--- config.mk ---
export PLATFORM = sky130hd
export DESIGN_NAME = axis_lane_fifo
export DESIGN_NICKNAME = d
export VERILOG_FILES = /design/src/rtl/lane_fifo_pkg.sv /design/src/rtl/lane_sync_fifo.sv /design/src/rtl/axis_lane_fifo.sv
export SDC_FILE = /design/constraint.sdc
export NUM_CORES = 1
export LEC_CHECK = 0
export ABC_CLOCK_PERIOD_IN_PS = 3000
export CELL_PAD_IN_SITES_DETAIL_PLACEMENT = 0
export CELL_PAD_IN_SITES_GLOBAL_PLACEMENT = 2
export CORE_ASPECT_RATIO = 1.25
export CORE_MARGIN = 3
export CORE_UTILIZATION = 28
export CTS_CLUSTER_SIZE = 10
export DETAILED_ROUTE_END_ITERATION = 6
export DONT_BUFFER_PORTS = 1
export PLACE_DENSITY = 0.53
export SLEW_MARGIN = 20
export SYNTH_ARGS = -nofsm -noshare
export SYNTH_HDL_FRONTEND = slang
export SYNTH_SLANG_ARGS = --single-unit
--- constraint.sdc ---
create_clock -name clk -period 3 [get_ports clk]
set_input_delay 0.6 -clock clk [delete_from_list [all_inputs] [get_ports clk]]
set_output_delay 0.6 -clock clk [all_outputs]
set_load 0.03 [all_outputs]
--- src/rtl/lane_fifo_pkg.sv ---
// Shared definitions for the multi-lane AXI-Stream FIFO: drain mode encodings,
// stall counter width and the per-lane level width helper.
package lane_fifo_pkg;

  typedef enum logic {
    SYNC_INDEP    = 1'b0,
    SYNC_LOCKSTEP = 1'b1
  } sync_mode_e;

  localparam int STALL_W = 16;

  // Level needs one more bit than the pointers so a full FIFO is representable.
  function automatic int lvl_w(input int depth);
    return $clog2(depth) + 1;
  endfunction

endpackage

--- src/rtl/lane_sync_fifo.sv ---
// Single-clock FIFO for one lane. Head word is read straight from memory at
// the read pointer; push is refused when full and pop is ignored when empty.
module lane_sync_fifo import lane_fifo_pkg::*; #(
  parameter int WIDTH = 9,
  parameter int DEPTH = 4
) (
  input  logic                     clk,
  input  logic                     rstn,
  input  logic                     push,
  input  logic [WIDTH-1:0]         wr_data,
  input  logic                     pop,
  output logic [WIDTH-1:0]         rd_data,
  output logic [lvl_w(DEPTH)-1:0]  level
);

  localparam int PTR_W = $clog2(DEPTH);
  localparam int LVL_W = lvl_w(DEPTH);

  logic [WIDTH-1:0] mem [DEPTH];
  logic [PTR_W-1:0] wr_ptr_q, wr_ptr_d;
  logic [PTR_W-1:0] rd_ptr_q, rd_ptr_d;
  logic [LVL_W-1:0] level_q, level_d;
  logic             do_push, do_pop;

  // Pointers wrap naturally because DEPTH is a power of two.
  always_comb begin
    do_push  = push && (level_q != LVL_W'(DEPTH));
    do_pop   = pop && (level_q != '0);
    wr_ptr_d = wr_ptr_q;
    rd_ptr_d = rd_ptr_q;
    level_d  = level_q;
    if (do_push) begin
      wr_ptr_d = wr_ptr_q + PTR_W'(1);
    end
    if (do_pop) begin
      rd_ptr_d = rd_ptr_q + PTR_W'(1);
    end
    case ({do_push, do_pop})
      2'b10:   level_d = level_q + LVL_W'(1);
      2'b01:   level_d = level_q - LVL_W'(1);
      default: level_d = level_q;
    endcase
  end

  always_ff @(posedge clk or negedge rstn) begin
    if (!rstn) begin
      wr_ptr_q <= '0;
      rd_ptr_q <= '0;
      level_q  <= '0;
    end else begin
      wr_ptr_q <= wr_ptr_d;
      rd_ptr_q <= rd_ptr_d;
      level_q  <= level_d;
    end
  end

  always_ff @(posedge clk) begin
    if (do_push) begin
      mem[wr_ptr_q] <= wr_data;
    end
  end

  assign rd_data = mem[rd_ptr_q];
  assign level   = level_q;

endmodule

--- src/rtl/axis_lane_fifo.sv ---
// Splits one wide AXI-Stream word into NUM_LANES per-lane FIFOs, each drained
// independently or in lockstep, with a sticky error on a long input stall.
module axis_lane_fifo import lane_fifo_pkg::*; #(
  parameter int NUM_LANES   = 3,
  parameter int DATA_WIDTH  = 8,
  parameter int FIFO_DEPTH  = 4,
  parameter int AFULL_LEVEL = FIFO_DEPTH - 1,
  parameter int SYNC_OUT    = 0
) (
  input  logic                                    clk,
  input  logic                                    rstn,
  input  logic [NUM_LANES*DATA_WIDTH-1:0]         s_axis_tdata,
  input  logic                                    s_axis_tvalid,
  input  logic                                    s_axis_tlast,
  output logic                                    s_axis_tready,
  output logic [NUM_LANES*DATA_WIDTH-1:0]         m_axis_tdata,
  output logic [NUM_LANES-1:0]                    m_axis_tvalid,
  output logic [NUM_LANES-1:0]                    m_axis_tlast,
  input  logic [NUM_LANES-1:0]                    m_axis_tready,
  output logic [NUM_LANES*lvl_w(FIFO_DEPTH)-1:0]  lane_level,
  output logic [NUM_LANES-1:0]                    lane_afull,
  output logic                                    overflow_err
);

  localparam int LVL_W = lvl_w(FIFO_DEPTH);
  localparam bit LOCKSTEP = (SYNC_OUT == int'(SYNC_LOCKSTEP));
  localparam logic [STALL_W-1:0] STALL_MAX = '1;

  logic [DATA_WIDTH:0]  head  [NUM_LANES];
  logic [LVL_W-1:0]     level [NUM_LANES];
  logic [NUM_LANES-1:0] not_full, not_empty, m_valid, pop;
  logic                 in_ready, push, stall;
  logic                 ready_en_q, ready_en_d;
  logic [STALL_W-1:0]   stall_cnt_q, stall_cnt_d;
  logic                 overflow_q, overflow_d;

  for (genvar gi = 0; gi < NUM_LANES; gi++) begin : g_lane
    lane_sync_fifo #(
      .WIDTH (DATA_WIDTH + 1),
      .DEPTH (FIFO_DEPTH)
    ) u_fifo (
      .clk     (clk),
      .rstn    (rstn),
      .push    (push),
      .wr_data ({s_axis_tlast, s_axis_tdata[gi*DATA_WIDTH +: DATA_WIDTH]}),
      .pop     (pop[gi]),
      .rd_data (head[gi]),
      .level   (level[gi])
    );
  end

  // Input ready looks only at registered levels, so a full lane blocks input
  // even in the cycle it pops; ready_en_q holds ready low until after reset.
  always_comb begin
    not_full  = '0;
    not_empty = '0;
    for (int i = 0; i < NUM_LANES; i++) begin
      not_full[i]  = level[i] < LVL_W'(FIFO_DEPTH);
      not_empty[i] = level[i] != '0;
    end
    in_ready = ready_en_q && (&not_full);
    push     = s_axis_tvalid && in_ready;
    if (LOCKSTEP) begin
      m_valid = ((&not_empty) && (&m_axis_tready)) ? '1 : '0;
    end else begin
      m_valid = not_empty;
    end
    pop = m_valid & m_axis_tready;
  end

  always_comb begin
    m_axis_tdata = '0;
    m_axis_tlast = '0;
    lane_level   = '0;
    lane_afull   = '0;
    for (int i = 0; i < NUM_LANES; i++) begin
      m_axis_tdata[i*DATA_WIDTH +: DATA_WIDTH] = m_valid[i] ? head[i][DATA_WIDTH-1:0] : '0;
      m_axis_tlast[i]                          = m_valid[i] && head[i][DATA_WIDTH];
      lane_level[i*LVL_W +: LVL_W]             = level[i];
      lane_afull[i]                            = level[i] >= LVL_W'(AFULL_LEVEL);
    end
  end

  // The error fires on the stall cycle that arrives with the counter saturated.
  always_comb begin
    stall       = s_axis_tvalid && !in_ready;
    ready_en_d  = 1'b1;
    stall_cnt_d = '0;
    if (stall) begin
      stall_cnt_d = (stall_cnt_q == STALL_MAX) ? stall_cnt_q : stall_cnt_q + STALL_W'(1);
    end
    overflow_d = overflow_q || (stall && (stall_cnt_q == STALL_MAX));
  end

  always_ff @(posedge clk or negedge rstn) begin
    if (!rstn) begin
      ready_en_q  <= 1'b0;
      stall_cnt_q <= '0;
      overflow_q  <= 1'b0;
    end else begin
      ready_en_q  <= ready_en_d;
      stall_cnt_q <= stall_cnt_d;
      overflow_q  <= overflow_d;
    end
  end

  assign s_axis_tready = in_ready;
  assign m_axis_tvalid = m_valid;
  assign overflow_err  = overflow_q;

endmodule

==> results.sh, run 1 <==
export IMPL_synth_avg_cell_area_um2=16.5
export IMPL_synthArstFlopShare_pct=26.5
export IMPL_place_area_mm2=0.00664
export IMPL_p_sw_share_pct=36.5
export IMPL_cts_buffer_depth=2
export IMPL_insertion_delay_ns=0.42
export IMPL_setup_violations=0
export IMPL_r2r_slack_ns=0.60
export IMPL_power_per_cell_area_mw_per_mm2=956
export IMPL_seq_area_mm2=0.00422
export IMPL_outcome="completed"
export IMPL_syn_nets=430
export IMPL_drc=0
export IMPL_startpoint="g_lane[1].u_fifo.rd_ptr_q[0]$_DFFE_PN0P_"
export IMPL_core_area_mm2=0.0218
export IMPL_p_sw_mw=2.53
export IMPL_max_slew_worst_pin_slew_ns=0.686
export IMPL_routedWlPerCell_um=17.9
export IMPL_grt_pass1_wl_um=19500
export IMPL_maxSlewViolCount=0
export IMPL_synth_edf_count=108
export IMPL_grtUsageTotal_pct=10.6
export IMPL_cp_cell_sequence="mux4_2 -> and2_1"
export IMPL_cts_buffers=17
export IMPL_port_buffers=0
export IMPL_required_ns=2.40
export IMPL_worstSetupPathType="flip-flop to output pin"
export IMPL_netlist_instances=380
export IMPL_worstReg2RegStart="g_lane[1].u_fifo.level[2]$_DFFE_PN0P_"
export IMPL_dpl_worst_slack_ns=0.597
export IMPL_max_stage_delay_ns=0.76
export IMPL_dp_cells=655
export IMPL_synth_area_leader_cell="edfxtp_1"
export IMPL_end_kind="output pin"
export IMPL_die_w_um=140
export IMPL_hold_viol_final=0
export IMPL_drtAntennaViolNets=0
export IMPL_hold_class="input port to asynchronous set/reset pin"
export IMPL_ys_seq_area_share_pct=67.1
export IMPL_layout_drive_gt1_share_pct=19.1
export IMPL_multi_input_area_mm2=0.00193
export IMPL_p_leak_nw=2.64
export IMPL_stdcell_area_mm2=0.00725
export IMPL_ys_warnings_count=0
export IMPL_cts_htree_levels=4
export IMPL_antenna_found_initial=0
export IMPL_dp_hpwl_um=8050
export IMPL_fin_skew_ns=0.00792
export IMPL_fillers=2133
export IMPL_final_hold_worst_slack_ns=0.0209
export IMPL_clk_pin_slew_ns=0.06
export IMPL_intPower_mw=4.40
export IMPL_die_height_um=174
export IMPL_p_clk_share_pct=30.3
export IMPL_synth_top_area_share_pct=51.6
export IMPL_routed_wirelength_um=12300
export IMPL_setup_ws_ns=0.359
export IMPL_grt_max_degree=40
export IMPL_tns_ns=0
export IMPL_die_area_mm2=0.0243
export IMPL_cts_tree="yes"
export IMPL_fin_cells=688
export IMPL_firstDrtPassIters=4
export IMPL_cap_violations=0
export IMPL_cp_endpoint="m_axis_tdata[14]"
export IMPL_min_period_over_period_pct=88.0
export IMPL_num_vias=3123
export IMPL_drt_iter0_markers=206
export IMPL_start_util_pct=28.9
export IMPL_syn_area_mm2=0.00628
export IMPL_critPathSlowestCell="dfrtp_1"
export IMPL_crit_arrival_ns=2.04
export IMPL_vdd_drop_max_mv=0.459
export IMPL_slew_headroom_pct=53.9
export IMPL_grt_pass1_vias=3379
export IMPL_critPathLaunchType="flip-flop"
export IMPL_ys_ff_latch=147
export IMPL_place_gp_congestion=0.683
export IMPL_grt_overflow_total=0
export IMPL_pwr_share_seq_pct=40.5
export IMPL_p_comb_share_pct=29.2
export IMPL_cts_sinks=147
export IMPL_clock_fmax_ghz=0.379
export IMPL_vias_per_cell=4.54
export IMPL_ys_top_cells_by_area="edfxtp_1 (52%), dfrtp_1 (16%), mux4_2 (9.7%)"
export IMPL_row_count=60
export IMPL_rsz0062_at_grt="false"
export IMPL_ioPinCount=75
export IMPL_synthFlopType="edfxtp_1"
export IMPL_diodes=0
export IMPL_cts_root_buf="clkbuf_16"
export IMPL_layout_min_cycle_time_ns=2.64
export IMPL_critPathMaxFanout=10
export IMPL_finalNetCount=446
export IMPL_synth_distinct_cells=45
export IMPL_layout_area_overhead_vs_synth_pct=15.3
export IMPL_r2r_end="g_lane[0].u_fifo.level[1]$_DFFE_PN0P_"
export IMPL_r2r_cells=8
export IMPL_cts_setup_buffers=0
-- worst min-delay path by stage --
stage / start / end / slack (ns) / depth (start not counted)
after floorplan: rstn / g_lane[0].u_fifo.level[0]$_DFFE_PN0P_ / 0.30 / 0
after global placement: rstn / stall_cnt_q[2]$_DFFE_PN0N_ / 0.31 / 0
after detailed placement: rstn / stall_cnt_q[2]$_DFFE_PN0N_ / 0.31 / 0
after CTS: rstn / stall_cnt_q[2]$_DFFE_PN0N_ / 0.01 / 1
after global routing: rstn / stall_cnt_q[2]$_DFFE_PN0N_ / 0.02 / 1
final: rstn / stall_cnt_q[2]$_DFFE_PN0N_ / 0.02 / 1
-- registers in the layout (all words and copies together), names as in the netlist --
register / count
g_lane.u_fifo.mem: 108
stall_cnt_q: 16
g_lane.u_fifo.level: 9
g_lane.u_fifo.rd_ptr_q: 6
g_lane.u_fifo.wr_ptr_q: 6
overflow_err: 1
ready_en_q: 1
-- power by group through the flow --
stage                     sequential (mW)  combinational [mW]  clock, mW
after floorplan                      2.70                1.80          0
after global placement               2.86                2.05          0
after detailed placement             2.87                2.07          0
after CTS                            2.83                2.09       2.15
after global routing                 2.85                2.22       2.24
final                                2.81                2.02       2.10
-- layer usage --
metal  global-route usage, %  routed length (um)  vias up
met1                    12.5                5210     1606
met5                       0                   0        -
li1                        -                   -     1445
met4                    4.12                 193        0
met2                    17.7                6240       57
met3                    3.92                 680       15
-- synthesized netlist by cell type (2+ instances only) --
| library cell | instances |
|---|---|
| edfxtp_1 | 108 |
| dfrtp_1 | 39 |
| and2_1 | 30 |
| mux4_2 | 27 |
| inv_1 | 19 |
| ha_1 | 16 |
| and3_1 | 14 |
| xnor2_1 | 14 |
| nand2_1 | 13 |
| xor2_1 | 12 |
| nor2_1 | 11 |
| o21ai_0 | 11 |
| clkbuf_1 | 8 |
| buf_2 | 4 |
| nand3_1 | 4 |
| nand4_1 | 4 |
| nor3_1 | 4 |
| or3_1 | 4 |
| a21o_1 | 3 |
| a21oi_1 | 3 |
| fa_1 | 3 |
| mux2i_1 | 2 |
| nand2b_1 | 2 |
| nand4_4 | 2 |
| nor4_2 | 2 |
| nor4_4 | 2 |
-- timing repair --
action	CTS	global route
endpoints found under the hold margin	39	0
setup endpoints to repair	0	0
hold buffers	1	0
resized for setup	0	0
-- cell families (layout without fill, tap and decap cells) --
logic type	count (synthesis)	in the layout	synth area share, %
fa+ha+maj	19	19	4.14
buf+inv	33	62	2.23
flops	147	147	67.1
compound gates	24	24	2.31
simple gates	101	101	10.5
mux	29	29	9.99
other cells	1	1	0.0597
xor+xnor	26	26	3.62
-- critical path, delay by kind of cell (launching register included) --
kind	cells	cell delay, ns
AND/OR/NAND/NOR	1	0.28
multiplexers	1	0.59
flip-flops	1	0.76
-- through the flow --
stage | utilization (%) | total power, mW
global route | 33.3 | 7.32
CTS | 33.3 | 7.07
floorplan | - | 4.50
global placement | 30.5 | 4.91
finish | 33.3 | 6.93
detailed placement | 30.5 | 4.94
-- placed cells by master, fill, tap and decap left out, drive strengths merged, types with 2 or more instances in the layout --
master and instances:
and2 31, clkinv 3, bufinv 2, or3 4
fa 3, a21o 3, nand4 6, inv 25
nand2b 2, ha 16, clkinvlp 3, mux4 27
buf 11, o21ai 13, edfxtp 108, mux2i 2
xor2 12, nand2 14, nor3 4, a21oi 3
xnor2 14, clkbuf 18, nor2 11, and3 14
a31o 2, nor4 4, dfrtp 39, nand3 4
-- cell type report --
| type | count | area share, % |
|---|---|---|
| multi-input cells | 200 | 26.6 |
| clock buffers | 18 | 5.92 |
| well taps | 279 | 4.82 |
| repair buffers | 11 | 1.42 |
| inverters | 19 | 0.984 |
| flip-flops and latches | 147 | 58.2 |
| clock inverters | 14 | 2.09 |
Note: power is estimated with default switching activity, not from simulation.
==> inputs of run 2 (changes only) <==
- ABC_AREA: default -> 1
- PLACE_DENSITY: 0.53 -> 0.58
==> run 2 against run 1 <==
Against the previous run: sequential cell count unchanged; cell count increased by 40%; global-route usage up 1.7 points; sequential share of layout area shrank 4.1 points.
==> results.sh, run 2 <==
export IMPL_worstReg2RegStart="g_lane[0].u_fifo.level[2]$_DFFE_PN0P_"
export IMPL_ys_warnings_count=0
export IMPL_place_gp_congestion=0.738
export IMPL_cts_setup_buffers=0
export IMPL_dp_hpwl_um=9880
export IMPL_synth_distinct_cells=32
export IMPL_ys_seq_area_share_pct=64.4
export IMPL_grt_max_degree=40
export IMPL_slew_headroom_pct=66.3
export IMPL_synthFlopType="edfxtp_1"
export IMPL_hold_viol_final=0
export IMPL_fin_skew_ns=0.0101
export IMPL_largest_reg_flops=108
export IMPL_tns_ns=0
export IMPL_grt_overflow_total=0
export IMPL_cts_tree="yes"
export IMPL_end_kind="output pin"
export IMPL_synth_common_cells="nor2_1 (138), edfxtp_1 (108), o21ai_0 (67)"
export IMPL_syn_area_mm2=0.00655
export IMPL_cts_htree_levels=4
export IMPL_row_count=61
export IMPL_ioPinCount=75
export IMPL_regMostFlops="g_lane.u_fifo.mem"
export IMPL_antenna_found_initial=0
export IMPL_die_w_um=143
export IMPL_grt_pass1_wl_um=23800
export IMPL_power_per_cell_area_mw_per_mm2=985
export IMPL_drc=0
export IMPL_synth_area_leader_cell="edfxtp_1"
export IMPL_synthArstFlopShare_pct=26.5
export IMPL_setup_violations=0
export IMPL_insertion_delay_ns=0.42
export IMPL_synth_top_area_share_pct=49.5
export IMPL_netlist_instances=612
export IMPL_min_period_over_period_pct=91.6
export IMPL_syn_nets=662
export IMPL_cts_root_buf="clkbuf_16"
export IMPL_layout_area_overhead_vs_synth_pct=19.1
export IMPL_vdd_drop_max_mv=0.398
export IMPL_num_vias=4287
export IMPL_firstDrtPassIters=6
export IMPL_grtUsageTotal_pct=12.3
export IMPL_synth_edf_count=108
export IMPL_layout_min_cycle_time_ns=2.75
export IMPL_clock_fmax_ghz=0.364
export IMPL_wl_met1_um=6260
export IMPL_drtAntennaViolNets=0
export IMPL_cp_endpoint="m_axis_tlast[0]"
export IMPL_ys_ff_latch=147
export IMPL_diodes=0
export IMPL_synth_avg_cell_area_um2=10.7
export IMPL_max_stage_delay_ns=0.60
export IMPL_core_area_mm2=0.0226
export IMPL_critPathLaunchType="flip-flop"
export IMPL_wl_met2_um=7770
export IMPL_cap_violations=0
export IMPL_final_hold_worst_slack_ns=0.0128
export IMPL_crit_arrival_ns=2.15
export IMPL_yosysMostFrequentCell="nor2_1"
export IMPL_grt_pass1_vias=4497
export IMPL_port_buffers=0
export IMPL_r2r_cells=11
export IMPL_cts_sinks=147
export IMPL_routedWlPerCell_um=15.3
export IMPL_layout_common_cells="nor2_1 (138), edfxtp_1 (108), o21ai_0 (67), inv_1 (60), buf_4 (54)"
export IMPL_max_slew_worst_pin_slew_ns=0.505
export IMPL_die_area_mm2=0.0253
export IMPL_start_util_pct=29.0
export IMPL_cts_buffer_depth=2
export IMPL_hold_class="input port to asynchronous set/reset pin"
export IMPL_post_cts_resized=0
export IMPL_die_height_um=177
export IMPL_drt_iter0_markers=179
export IMPL_critPathSlowestCell="dfrtp_1"
export IMPL_p_leak_nw=3.13
export IMPL_finalNetCount=717
export IMPL_layout_drive_gt1_share_pct=17.1
export IMPL_cp_cell_sequence="clkinv_1 -> nor2_1 -> o21ai_0 -> a21oi_1 -> buf_4"
export IMPL_vias_per_cell=4.45
export IMPL_clk_pin_slew_ns=0.06
export IMPL_outcome="completed"
export IMPL_required_ns=2.40
export IMPL_maxSlewViolCount=0
export IMPL_ys_top_cells_by_area="edfxtp_1 (50%), dfrtp_1 (15%), nor2_1 (7.9%)"
export IMPL_r2r_slack_ns=0.67
export IMPL_rsz0062_at_grt="false"
export IMPL_cts_buffers=17
export IMPL_dr_max_layer_used="met4"
export IMPL_startpoint="g_lane[0].u_fifo.rd_ptr_q[1]$_DFFE_PN0P_"
export IMPL_worstSetupPathType="flip-flop to output pin"
export IMPL_routed_wirelength_um=14800
export IMPL_wl_met3_um=552
export IMPL_critPathMaxFanout=10
export IMPL_r2r_end="g_lane[2].u_fifo.level[2]$_DFFE_PN0P_"
export IMPL_layout_commonest_cell="nor2_1"
run 2: area by class of cell:
type | instances | area [um2]
Multi-Input combinational cell | 380 | 1980
Tap cell | 283 | 354
Clock inverter | 15 | 140
Timing Repair Buffer | 55 | 433
Clock buffer | 17 | 425
Fill cell | 2259 | 14800
Sequential cell | 147 | 4220
Inverter | 66 | 249
run 2: logic make-up (layout without fill, tap and decap cells):
family	Yosys count	in the layout	synth area share, %
other cells	1	1	0.0573
compound gates	99	99	7.64
fa+ha+maj	19	19	3.97
simple gates	246	246	16.5
xor+xnor	15	15	2.01
buf+inv	85	153	5.33
flops	147	147	64.4
run 2: how the worst min path moves through the flow:
stage / startpoint / endpoint / slack (ns) / cells after the start
detailed placement: rstn / g_lane[2].u_fifo.level[0]$_DFFE_PN0P_ / 0.31 / 0
finish: rstn / g_lane[2].u_fifo.level[0]$_DFFE_PN0P_ / 0.01 / 1
CTS: rstn / g_lane[2].u_fifo.rd_ptr_q[0]$_DFFE_PN0P_ / 0.009 / 1
global route: rstn / g_lane[2].u_fifo.level[0]$_DFFE_PN0P_ / 0.0003 / 1
floorplan: rstn / g_lane[0].u_fifo.level[0]$_DFFE_PN0P_ / 0.30 / 0
global placement: rstn / g_lane[2].u_fifo.level[0]$_DFFE_PN0P_ / 0.31 / 0
run 2: worst max-delay path: cells and delay by family, from the launching register on:
family | cells | cell delay (ns)
DFF | 1 | 0.60
AOI/OAI and AO/OA | 2 | 0.30
and+or+nand+nor | 1 | 0.19
buffers and inverters | 2 | 0.65
run 2: power breakdown:
part	switching, mW	internal [mW]	leakage, nW
Combinational	1.90	1.01	1.39
Sequential	0.349	2.39	1.46
Clock	0.928	1.10	0.276
run 2: what timing repair did:
| item | in CTS | in global routing |
|---|---|---|
| endpoints found under the setup margin | 0 | 0 |
| hold endpoints to repair | 39 | 0 |
| hold buffers | 1 | 0 |
run 2: per-stage QoR:
stage	worst slack (ns)	total power, mW	util (%)	area, um2	std cells
2_1_floorplan	0.827	4.72	-	6550	612
3_3_place_gp	0.692	5.72	31.9	7210	930
3_5_place_dp	0.645	5.74	31.9	7210	930
4_1_cts	0.181	7.82	34.5	7800	963
5_1_grt	0.0174	8.21	34.5	7800	963
6_report	0.252	7.68	34.5	7800	963
run 2: layer usage:
metal	GRT usage, %	vias up
met3	3.24	18
met4	4.95	0
met1	14.3	2067
li1	-	2134
met5	0	-
met2	21.5	68
==> inputs of run 3 (changes only) <==
- GPL_ROUTABILITY_DRIVEN: default -> 0
==> results of run 3 <==
No change in the layout: final DEF, timing and power equal those of run 2.
